File: src/rtl/vpu_wb_addr_gen.sv
// ---------------------------------------------------------------------------
// vpu_wb_addr_gen
//   Write-back address generator for the 24 VPU message memories (one per
//   column lane). Counts valid beats leaving the VPU pipeline and produces a
//   registered common write strobe plus one write address per lane. Lane k
//   writes beat b of a pass to (ROW_START_k + b) mod 2^ADDR_WIDTH, i.e. the
//   same diagonal the read side used, so results return to their source slots.
//   A pass is DEPTH beats; done pulses together with the final write.
//
// Ports
//   clk            in   clock
//   rst_n          in   asynchronous reset, active low
//   en             in   global enable; low stalls everything
//   start          in   one-cycle pulse: arm (or restart) a pass
//   vpu_out_valid  in   VPU output beat valid this cycle
//   wr_en          out  write strobe to all 24 lane memories
//   wr_addr        out  lane k address in bits [k*ADDR_WIDTH +: ADDR_WIDTH]
//   busy           out  pass in progress (state RUN)
//   done           out  one-cycle pulse on the final write of a pass
//   err_overrun    out  sticky: a valid beat arrived while not in RUN
//   dbg_state      out  current FSM state (0 = IDLE, 1 = RUN)
//
// Handshake: vpu_out_valid has no ready; a beat is accepted exactly when it is
// sampled with en=1, start=0 and the FSM in RUN. Its write appears on wr_en /
// wr_addr on the following cycle. Any other valid beat is dropped.
// ---------------------------------------------------------------------------
module vpu_wb_addr_gen #(
    parameter int ADDR_WIDTH = 8,
    parameter int DEPTH      = 256
) (
    input  logic                       clk,
    input  logic                       rst_n,
    input  logic                       en,
    input  logic                       start,
    input  logic                       vpu_out_valid,
    output logic                       wr_en,
    output logic [24*ADDR_WIDTH-1:0]   wr_addr,
    output logic                       busy,
    output logic                       done,
    output logic                       err_overrun,
    output logic                       dbg_state
);

    localparam int LANES = 24;
    localparam int CNT_W = $clog2(DEPTH + 1);

    localparam int ROW_START [LANES] = '{
        9, 72, 177, 47, 198, 97, 94, 212, 30, 247, 10, 189,
        126, 18, 84, 57, 70, 36, 101, 42, 246, 35, 12, 106
    };

    typedef enum logic {
        ST_IDLE = 1'b0,
        ST_RUN  = 1'b1
    } state_t;

    state_t                  state_q, state_d;
    logic [CNT_W-1:0]        beat_cnt_q, beat_cnt_d;
    logic [ADDR_WIDTH-1:0]   ptr_q [LANES];
    logic [ADDR_WIDTH-1:0]   ptr_d [LANES];
    logic [ADDR_WIDTH-1:0]   wr_addr_q [LANES];
    logic [ADDR_WIDTH-1:0]   wr_addr_d [LANES];
    logic                    wr_en_q, wr_en_d;
    logic                    done_q, done_d;
    logic                    busy_q, busy_d;
    logic                    err_q, err_d;

    logic                    last_beat;

    assign last_beat = (beat_cnt_q == CNT_W'(DEPTH - 1));

    // Next-state and output logic.
    always_comb begin
        state_d    = state_q;
        beat_cnt_d = beat_cnt_q;
        ptr_d      = ptr_q;
        wr_addr_d  = wr_addr_q;
        wr_en_d    = 1'b0;
        done_d     = 1'b0;
        err_d      = err_q;

        if (en) begin
            // start wins over a coincident valid in both states: the beat is
            // dropped and the pass re-arms from its first beat.
            if (start) begin
                state_d    = ST_RUN;
                beat_cnt_d = '0;
                err_d      = 1'b0;
                for (int k = 0; k < LANES; k++) begin
                    ptr_d[k] = ADDR_WIDTH'(ROW_START[k]);
                end
            end else if (vpu_out_valid) begin
                case (state_q)
                    ST_IDLE: begin
                        err_d = 1'b1;
                    end
                    ST_RUN: begin
                        wr_en_d   = 1'b1;
                        wr_addr_d = ptr_q;
                        if (last_beat) begin
                            // Final beat: reload pointers so the next pass
                            // starts on the diagonal again.
                            done_d     = 1'b1;
                            state_d    = ST_IDLE;
                            beat_cnt_d = '0;
                            for (int k = 0; k < LANES; k++) begin
                                ptr_d[k] = ADDR_WIDTH'(ROW_START[k]);
                            end
                        end else begin
                            beat_cnt_d = beat_cnt_q + CNT_W'(1);
                            for (int k = 0; k < LANES; k++) begin
                                ptr_d[k] = ptr_q[k] + ADDR_WIDTH'(1);
                            end
                        end
                    end
                    default: begin
                        state_d = ST_IDLE;
                    end
                endcase
            end
        end

        busy_d = (state_d == ST_RUN);
    end

    always_ff @(posedge clk or negedge rst_n) begin
        if (!rst_n) begin
            state_q    <= ST_IDLE;
            beat_cnt_q <= '0;
            wr_en_q    <= 1'b0;
            done_q     <= 1'b0;
            busy_q     <= 1'b0;
            err_q      <= 1'b0;
            for (int k = 0; k < LANES; k++) begin
                ptr_q[k]     <= ADDR_WIDTH'(ROW_START[k]);
                wr_addr_q[k] <= ADDR_WIDTH'(ROW_START[k]);
            end
        end else begin
            state_q    <= state_d;
            beat_cnt_q <= beat_cnt_d;
            wr_en_q    <= wr_en_d;
            done_q     <= done_d;
            busy_q     <= busy_d;
            err_q      <= err_d;
            ptr_q      <= ptr_d;
            wr_addr_q  <= wr_addr_d;
        end
    end

    for (genvar g = 0; g < LANES; g++) begin : g_lane_out
        assign wr_addr[g*ADDR_WIDTH +: ADDR_WIDTH] = wr_addr_q[g];
    end

    assign wr_en       = wr_en_q;
    assign done        = done_q;
    assign busy        = busy_q;
    assign err_overrun = err_q;
    assign dbg_state   = state_q;

endmodule

File: config.mk
export PLATFORM = sky130hd
export DESIGN_NAME = vpu_wb_addr_gen
export DESIGN_NICKNAME = d
export VERILOG_FILES = /design/src/rtl/vpu_wb_addr_gen.sv
export SDC_FILE = /design/constraint.sdc
export NUM_CORES = 1
export LEC_CHECK = 0
export ABC_AREA = 1
export CAP_MARGIN = 40
export CORE_ASPECT_RATIO = 2
export CORE_MARGIN = 2
export CORE_UTILIZATION = 45
export DETAILED_ROUTE_END_ITERATION = 12
export PLACE_DENSITY_LB_ADDON = 0.2
export SLEW_MARGIN = 25
export SYNTH_ARGS = -nofsm -noshare
export SYNTH_HDL_FRONTEND = slang
export SYNTH_SLANG_ARGS = --single-unit
File: constraint.sdc
create_clock -name clk -period 1.55 [get_ports clk]
set_input_delay 0.155 -clock clk [delete_from_list [all_inputs] [get_ports clk]]
set_output_delay 0.155 -clock clk [all_outputs]
set_load 0.02 [all_outputs]
==> flow_summary_export.csv <==
group,metric,value,unit
grt,grt_pass1_wl,80.9,mm
critical_path,cp_max_fo,8,
die,rows,103,
timing,grt_setup_unrepaired,"yes",
route,dr_wl_met2,30.0,mm
route,wl_per_cell,18.5,um
grt,grt.total_usage,24.1,%
yosys,synth_cell_type_count,27,
outcome,violations,"negative setup slack",
timing,drv_slew,0,
yosys,syn_inst,2168,
die,die_width,146,um
die,die_area,41900,um2
critical_path,critical_path.max_stage_delay,0.42,ns
final_layout,layout_commonest_cell,"nand2_1",
yosys,synth_nets,2198,
die,core_area,39600,um2
grt,grt_pass1_vias,15622,
yosys,netlist_area,18100,um2
critical_path,end_kind,"register",
yosys,yosysSeqAreaShare,56.2,%
critical_path,worst_path_max_delay_cell,"dfrtp_1",
route,routed.top_layer,"met4",
final_layout,layout_common_cells,"545 x nand2_1, 250 x inv_1, 216 x dfrtp_1, 180 x dfstp_2, 168 x nand3_1",
route,drc,0,
timing,fin_setup_tns,-12.45,ns
route,num_vias,16002,
critical_path,startpoint_type,"register",
clock_network,clockBufferDepth,3,
grt,grt-ovfl-total,0,
outcome,status,"complete, but fails checks",
placement,io_buffers,201,
grt,grt_start_max_net_pins,52,
route,first_pass_iters,5,
timing,fmax,594,MHz
route,m1WireLength,21.3,mm
critical_path,critPathTopFamily,"simple AND/OR/NAND/NOR gates",
final_layout,syn_to_final_growth,39.8,%
critical_path,worstPathArrival,2.14,ns
route,drt_wl_total,56.1,mm
timing,fin_crit_sh,109,%
final_layout,fin_util,63.9,%
grt,antenna_found_initial,1,
yosys,avgSynthCellArea,8.34,um2
placement,place.gp.congestion,0.822,
clock_network,cts_tree,"done",
route,via_per_inst,5.26,
clock_network,htreeDepth,2,
yosys,ys_ff_latch,397,
yosys,synthArstFlopShare,100,%
clock_network,clock_latency,0.54,ns
power_and_ir_drop,p_leak,0.0127,uW
timing,worst_pin_slew,0.390,ns
worst_hold_path,hp-class,"in -> async",
timing,period_needed,1.68,ns
yosys,ys.warnings.count,0,
flow_run,cap_viol_max_count,0,
clock_network,clockRootBuffer,"clkbuf_16",
timing,skew,0.0130,ns
clock_network,clk_pin_slew,0.07,ns
power_and_ir_drop,power_density,1320,nW/um2
die,start_util,45.7,%
critical_path,critPathBufInv,2,
critical_path,critPathRequiredTime,2.01,ns
yosys,ys.flop_type,"dfrtp_1",
die,die_h,287,um
clock_network,numClockSinks,397,
power_and_ir_drop,ir_drop,0.911,mV
final_layout,drive_gt1_share,27.5,%
yosys,synth_edf_count,0,
route,drt_iter0_markers,858,
placement,placed_cell_area,21400,um2
timing,hold_viol_final,0,
critical_path,crit_type,"reg -> reg",
timing,slew_headroom,73.9,%
route,drt.antenna.violating_nets,0,
placement,place.detailed.hpwl,32.5,mm
die,io_pins,202,
timing,fin_ws,-0.134,ns
final_layout,finalNetCount,2515,
route,wl_met3,2.03,mm
timing,setup_viol,255,
final_layout,finalInstanceArea,25300,um2
clock_network,numCtsBuffers,37,
critical_path,crit_chain,"ha_4 > nand2_4 > nor2_4 > nand3_4 > nand2_8 > buf_12 > nand2_8 > buf_12 > nand2_2 > nor2_1",
per-layer routing:
layer | GRT usage (%) | up-vias
met3 | 2.63 | 141
met4 | 12.0 | 0
li1 | - | 7606
met5 | 0 | -
met2 | 44.6 | 426
met1 | 27.2 | 7829
logic make-up (layout without fill, tap and decap cells):
logic type | after synthesis | count (layout) | synth area share, %
AO/OA/AOI/OAI | 290 | 290 | 8.07
XOR/XNOR | 22 | 22 | 1.07
AND/OR/NAND/NOR | 1074 | 1076 | 25.2
buffers and inverters | 360 | 704 | 7.71
flip-flops | 397 | 397 | 56.2
adder cells (fa/ha/maj) | 25 | 25 | 1.73
other | 0 | 1 | 0
synthesized netlist by cell type (all sizes together), types with 21 or more instances:
master | n | area share [%]
buf | 36 | 0.98
clkbuf | 68 | 1.4
dfrtp | 217 | 30
dfstp | 180 | 26
ha | 25 | 1.7
inv | 256 | 5.3
nand2 | 625 | 13
nand3 | 200 | 5.5
nand4 | 76 | 2.6
nor2 | 148 | 3.1
o21ai | 274 | 7.6
xor2 | 21 | 1.0
final cells by class:
cell class	instances	area [um2]
fillers	3333	14300
flip-flops and latches	397	10200
multi-input cells	1413	7420
repair buffers	373	4530
clock buffers	49	1090
inverters	256	995
well taps	525	657
clock inverters	19	304
repair inverters	7	113
diodes	1	2.50
per-stage QoR:
stage                     worst slack [ns]  instances  total power (uW)  hold slack, ns
after floorplan                    -0.0150       2168             18800          -0.141
after global placement              -0.292       2878             22600          0.0905
after detailed placement            -0.327       2878             22800          0.0870
after CTS                           -0.196       2978             33000           0.112
after global routing                -0.182       3040             35100           0.126
final                               -0.134       3040             33500           0.119
state kept, by name, summed over array words and instances (netlist names):
name         flops
busy             1
done             1
beat_cnt_q       9
ptr_q          192
err_overrun      1
wr_addr        192
wr_en            1
timing repair:
item	CTS	global route
pin swaps	18	18
resized for setup	472	347
hold buffers	1	0
endpoints found under the hold margin	226	0
gates cloned	17	43
endpoints found under the setup margin	395	396
setup buffers	15	26
worst register-to-register path, stage by stage, from the launching register on:
cell and delay (ns):
dfrtp_1 0.42, ha_4 0.19, nand2_4 0.06, nor2_4 0.04, nand3_4 0.14, nand2_8 0.10, buf_12 0.14, nand2_8 0.16
buf_12 0.18, nand2_2 0.07, nor2_1 0.12
power breakdown:
| group | switching [uW] | internal, uW | total, uW |
|---|---|---|---|
| clock network | 4110 | 6320 | 10400 |
| registers | 1560 | 13000 | 14600 |
| logic | 5150 | 3310 | 8470 |
| total | 10800 | 22600 | 33500 |
path summary, 6_finish.rpt:
kind	from	slack, ns	endpoint	cells after the start
min in group clk	wr_addr[49]$_DFFE_PN1P_	0.46	wr_addr[49]$_DFFE_PN1P_	2
hold / removal	rst_n	0.12	wr_addr[7]$_DFFE_PN0P_	2
max in group asynchronous	rst_n	0.68	ptr_q[158]$_DFFE_PN1P_	3
hold reg to reg	wr_addr[49]$_DFFE_PN1P_	0.46	wr_addr[49]$_DFFE_PN1P_	2
setup / recovery	beat_cnt_q[0]$_DFFE_PN0P_	-0.13	ptr_q[38]$_DFFE_PN0P_	10
setup reg to reg	beat_cnt_q[0]$_DFFE_PN0P_	-0.13	ptr_q[38]$_DFFE_PN0P_	10
Note: power is estimated with default switching activity, not from simulation.
